## src/rtl/bcd_digit_formatter.sv

```systemverilog
// Binary-to-BCD display formatter: sequential double-dabble conversion into
// held display digits, driving active-low cathodes for the digit selected by s.

module bcd_digit_formatter_add3 (
  input  logic [3:0] nib_i,
  output logic [3:0] nib_o
);
  always_comb begin
    nib_o = nib_i;
    if (nib_i >= 4'd5) nib_o = nib_i + 4'd3;
  end
endmodule

module bcd_digit_formatter #(
  parameter int VALUE_W   = 14,
  parameter int MAX_VALUE = 9999
) (
  input  logic               clk,
  input  logic               reset,
  input  logic [VALUE_W-1:0] value,
  input  logic               load,
  input  logic               blank_lz,
  input  logic [1:0]         s,
  output logic [6:0]         seg,
  output logic               busy,
  output logic               done,
  output logic               ovf
);
  localparam int NUM_DIGITS = 4;
  localparam int BCD_W      = 4 * NUM_DIGITS;
  localparam int SR_W       = BCD_W + VALUE_W;
  localparam int CNT_W      = $clog2(VALUE_W + 1);
  localparam logic [VALUE_W-1:0] MAX_V   = VALUE_W'(MAX_VALUE);
  localparam logic [CNT_W-1:0]   LAST_IT = CNT_W'(VALUE_W - 1);
  localparam logic [6:0] SEG_BLANK = 7'b1111111;
  localparam logic [6:0] SEG_DASH  = 7'b0111111;

  typedef enum logic [1:0] {IDLE, CONVERT, COMMIT} state_t;

  state_t                             state_q, state_d;
  logic [SR_W-1:0]                    sr_q, sr_d, sr_adj;
  logic [CNT_W-1:0]                   cnt_q, cnt_d;
  logic                               ovf_flag_q, ovf_flag_d;
  logic                               ovf_q, ovf_d;
  logic [NUM_DIGITS-1:0][3:0]         digits_q, digits_d;
  logic [NUM_DIGITS-1:0][3:0]         nib_adj;
  logic [NUM_DIGITS-1:0]              lz;
  logic [3:0]                         sel;

  // One add-3 lane per BCD nibble of the shift register.
  for (genvar i = 0; i < NUM_DIGITS; i++) begin : g_lane
    bcd_digit_formatter_add3 u_add3 (
      .nib_i (sr_q[VALUE_W+4*i +: 4]),
      .nib_o (nib_adj[i])
    );
  end

  always_comb begin
    sr_adj = sr_q;
    sr_adj[SR_W-1:VALUE_W] = nib_adj;
  end

  // State register
  always_ff @(posedge clk or negedge reset) begin
    if (!reset) state_q <= IDLE;
    else        state_q <= state_d;
  end

  // Next-state logic
  always_comb begin
    state_d = state_q;
    case (state_q)
      IDLE:    if (load) state_d = CONVERT;
      CONVERT: if (cnt_q == LAST_IT) state_d = COMMIT;
      COMMIT:  state_d = IDLE;
      default: state_d = IDLE;
    endcase
  end

  // Output logic
  always_comb begin
    busy = (state_q != IDLE);
    done = (state_q == COMMIT);
    ovf  = ovf_q;
  end

  always_comb begin
    sr_d       = sr_q;
    cnt_d      = cnt_q;
    ovf_flag_d = ovf_flag_q;
    digits_d   = digits_q;
    ovf_d      = ovf_q;
    case (state_q)
      IDLE: if (load) begin
        sr_d       = {{BCD_W{1'b0}}, value};
        cnt_d      = '0;
        ovf_flag_d = (value > MAX_V);
      end
      CONVERT: begin
        sr_d  = {sr_adj[SR_W-2:0], 1'b0};
        cnt_d = cnt_q + 1'b1;
      end
      COMMIT: begin
        digits_d = sr_q[SR_W-1:VALUE_W];
        ovf_d    = ovf_flag_q;
      end
      default: ;
    endcase
  end

  always_ff @(posedge clk or negedge reset) begin
    if (!reset) begin
      sr_q       <= '0;
      cnt_q      <= '0;
      ovf_flag_q <= 1'b0;
      digits_q   <= '0;
      ovf_q      <= 1'b0;
    end else begin
      sr_q       <= sr_d;
      cnt_q      <= cnt_d;
      ovf_flag_q <= ovf_flag_d;
      digits_q   <= digits_d;
      ovf_q      <= ovf_d;
    end
  end

  // lz[k]: digit k and every digit above it are zero; digit0 never blanks.
  always_comb begin
    lz[3] = (digits_q[3] == 4'd0);
    lz[2] = lz[3] && (digits_q[2] == 4'd0);
    lz[1] = lz[2] && (digits_q[1] == 4'd0);
    lz[0] = 1'b0;
  end

  always_comb begin
    sel = digits_q[s];
    seg = SEG_BLANK;
    if (ovf_q) begin
      seg = SEG_DASH;
    end else if (!(blank_lz && lz[s])) begin
      case (sel)
        4'd0:    seg = 7'b1000000;
        4'd1:    seg = 7'b1111001;
        4'd2:    seg = 7'b0100100;
        4'd3:    seg = 7'b0110000;
        4'd4:    seg = 7'b0011001;
        4'd5:    seg = 7'b0010010;
        4'd6:    seg = 7'b0000010;
        4'd7:    seg = 7'b1111000;
        4'd8:    seg = 7'b0000000;
        4'd9:    seg = 7'b0010000;
        default: seg = SEG_BLANK;
      endcase
    end
  end

endmodule

```

## config.mk

```make
export PLATFORM = sky130hd
export DESIGN_NAME = bcd_digit_formatter
export DESIGN_NICKNAME = d
export VERILOG_FILES = /design/src/rtl/bcd_digit_formatter.sv
export SDC_FILE = /design/constraint.sdc
export NUM_CORES = 1
export LEC_CHECK = 0
export ABC_CLOCK_PERIOD_IN_PS = 2400
export BUFFER_PORTS_ARGS = -buffer_cell sky130_fd_sc_hd__buf_2
export CAP_MARGIN = 20
export CORE_ASPECT_RATIO = 1.5
export CORE_UTILIZATION = 52
export DETAILED_ROUTE_END_ITERATION = 6
export PLACE_DENSITY = 0.72
export SYNTH_ARGS = -nofsm -noshare
export SYNTH_HDL_FRONTEND = slang
export SYNTH_SLANG_ARGS = --single-unit
```

## constraint.sdc

```tcl
create_clock -name clk -period 2.4 [get_ports clk]
set_input_delay 0.12 -clock clk [delete_from_list [all_inputs] [get_ports clk]]
set_output_delay 0.12 -clock clk [all_outputs]
set_load 0.05 [all_outputs]
```

==> flow_summary.json <==
{
  "outcome": "completed",
  "clock_sinks": 54,
  "grt_antenna_before_repair": 0,
  "num_antenna_cells": 0,
  "ys_types": 38,
  "detail_route.iter0.violations": 54,
  "cts-root-buf": "sky130_fd_sc_hd__clkbuf_8",
  "port_buffers": 29,
  "drv.max_cap_violation_count": 0,
  "fin_ws_ps": 89.90,
  "post_syn_area_per_cell_um2": 10.08,
  "max_slew.worst_pin.slew_ps": 930.7,
  "yosysTopAreaCell": "sky130_fd_sc_hd__dfrtp_1",
  "cts_buffers": 5,
  "flow.area_growth_from_synthesis_pct": 12.28,
  "endpoint_kind": "output port",
  "ys.warnings.count": 0,
  "wl_per_cell_um": 14.32,
  "largest_net_degree_at_the_start_of_global_routing": 46,
  "grtUsageTotal_pct": 20.96,
  "core_mm2": 0.005245,
  "vias": 2151,
  "worst-endpoint-arrival_ps": 2190,
  "post_route_cells_drive_above_1_share_pct": 21.84,
  "crit_chain": "mux4_2 -> inv_2 -> ha_4 -> inv_1 -> or2_2 -> mux2i_1 -> nand3b_1 -> buf_6",
  "final_hold_viols": 0,
  "clock_path_buffers": 2,
  "cts-htree-levels": 2,
  "power.ir.vdd_worst_uv": 880.8,
  "synthesized_flop_and_latch_total": 54,
  "rsz0062_at_grt": "true",
  "crit-reg2reg-launch": "state_q[0]$_DFFE_PN0P_",
  "worstSetupPathType": "reg -> out",
  "final.period_utilization_pct": 96.25,
  "layout.core_utilization_pct": 61.50,
  "floorplan_die_area_mm2": 0.005832,
  "power_per_cell_area_mw_per_mm2": 1486,
  "static-leakage-power_uw": 0.001501,
  "required_time_of_the_critical_path_ps": 2280,
  "placedInstanceArea_mm2": 0.003070,
  "fin_area_mm2": 0.003226,
  "holdCritPathClass": "in -> reg",
  "final_common_cell": "sky130_fd_sc_hd__dfrtp_1",
  "ant_nets": 0,
  "grt_pass1_vias": 2191,
  "post_synth_main_area_contributors": "sky130_fd_sc_hd__dfrtp_1 (47%), sky130_fd_sc_hd__ha_1 (6.5%), sky130_fd_sc_hd__mux2_2 (5.1%)",
  "post_synthesis_instance_area_mm2": 0.002873,
  "cts.clk_slew.worst_paths_ps": 100,
  "max-slew-margin-rel_pct": 37.96,
  "detailedPlace.worstSlack_ps": 298.8,
  "floorplan.rows": 32,
  "drt_wl_total_mm": 5.499,
  "die_height_um": 93.03,
  "gr-total-overflow": 0,
  "grt_pass1_wl_mm": 9.618,
  "floorplan.die.width_um": 62.69,
  "timing.final.crit_period_ps": 2310,
  "clk-insertion-delay-late_ps": 300,
  "top_level_ports": 30,
  "layout.cells.most_common_list": "sky130_fd_sc_hd__dfrtp_1 (54), sky130_fd_sc_hd__nor2_1 (31), sky130_fd_sc_hd__buf_2 (27)",
  "initial_core_util_pct": 54.77,
  "drt_via_density": 5.602,
  "timing.fmax_ghz": 0.4329,
  "tritoncts": "done",
  "detail_route.drc_violations": 0,
  "finClkSkew_ps": 10.91,
  "path_max_fanout": 3,
  "crit_start": "digits_q[12]$_DFFE_PN0P_",
  "detail_route.first_pass.iterations": 5,
  "synth_seq_area_share_pct": 47.04,
  "cp_slowest_stage_delay_ps": 520,
  "postSynthCellCount": 285,
  "min-delay-start": "value[2]",
  "drv_slew": 0,
  "yosys.area.top_type_share_pct": 47.04,
  "timing.critical_path.from_type": "flop",
  "routabilityCongestion": 0.7948,
  "postSynthNetCount": 320,
  "setup_violations": 0,
  "cp_slowest_cell": "sky130_fd_sc_hd__mux4_2",
  "dpl.hpwl_mm": 3.930,
  "finalNetCount": 350
}
[final timing paths]
kind                                                end  slack [ps]  cells past startpoint
worst max-delay path                             seg[3]          90                      8
worst min-delay path                sr_q[2]$_DFFE_PN0P_          60                      3
worst max register to register     sr_q[29]$_DFFE_PN0P_         670                      4
worst min register to register  digits_q[1]$_DFFE_PN0P_         490                      2
max in group asynchronous       digits_q[0]$_DFFE_PN0P_        1270                      3
min in group asynchronous          cnt_q[1]$_DFFE_PN0P_         470                      2
[routing by layer]
layer,GRT usage [%],vias up,routed length (um)
met4,6.589,0,64
met3,3.171,5,166
li1,-,1052,-
met5,0,-,0
met1,23.11,1053,2319
met2,40.49,41,2950
[timing repair]
item | 4_1_cts | 5_1_grt
pin swaps | 0 | 0
hold buffers | 2 | 0
resized for setup | 1 | 9
hold endpoints to repair | 40 | 0
endpoints found under the setup margin | 2 | 4
buffers inserted | 1 | 1
gates cloned | 0 | 0
[through the flow]
stage	TNS [ps]	cells	hold WS [ps]	total power, uW
floorplan	0	285	-175.6	3586
global placement	0	372	300.6	4082
detailed placement	0	372	297.8	4141
CTS	0	383	62.75	4748
global route	-40.60	384	70.92	5184
finish	0	384	60.33	4793
[critical path, delay by kind of cell, from the launching register on]
family	cells	cell delay (ps)
multiplexers	2	660
flip-flops	1	410
AND/OR/NAND/NOR	2	390
buffers and inverters	3	310
adder cells (fa/ha/maj)	1	130
[power breakdown]
part	total (uW)	switching [uW]	internal [uW]
registers	1600	309	1300
logic	2600	1610	987
clock network	593	280	313
[flip-flops by register name (all words and copies together) (netlist names)]
name / count
ovf_flag_q: 1
digits_q: 16
state_q: 2
ovf: 1
sr_q: 30
cnt_q: 4
[cell usage after synthesis (all sizes together)]
library cell and n:
dfrtp 54, nor2 31, o21ai 25, inv 18, nand3 17, nand2 16
ha 15, o22ai 15, mux2 14, clkbuf 10, nand2b 8, o31ai 7
buf 6, nand3b 5, xnor2 5, a21oi 4, a32o 4, mux4 4
nor4 4, xor2 4, mux2i 3, or2 3, and2 2, nor3 2
a21o 1, a22oi 1, and3 1, nand4 1, nor2b 1, o211ai 1
o2bb2ai 1, o311ai 1, or3b 1
[cells by family after synthesis]
kind of cell | share of synthesized area [%]
multiplexers | 10.06
AO/OA/AOI/OAI | 13.15
buffers and inverters | 5.052
adder cells (fa/ha/maj) | 6.533
XOR/XNOR | 2.744
flip-flops | 47.04
AND/OR/NAND/NOR | 15.42
[cell type report]
type,instances,area [um^2]
fill,452,2019
tap,68,85.08
sequential,54,1351
timing repair buffer,39,234.0
multi-input combinational,197,1381
clock buffer,7,76.32
inverter,18,67.56
clock inverter,1,30.03
No activity file was read; power rests on OpenSTA's default activity.
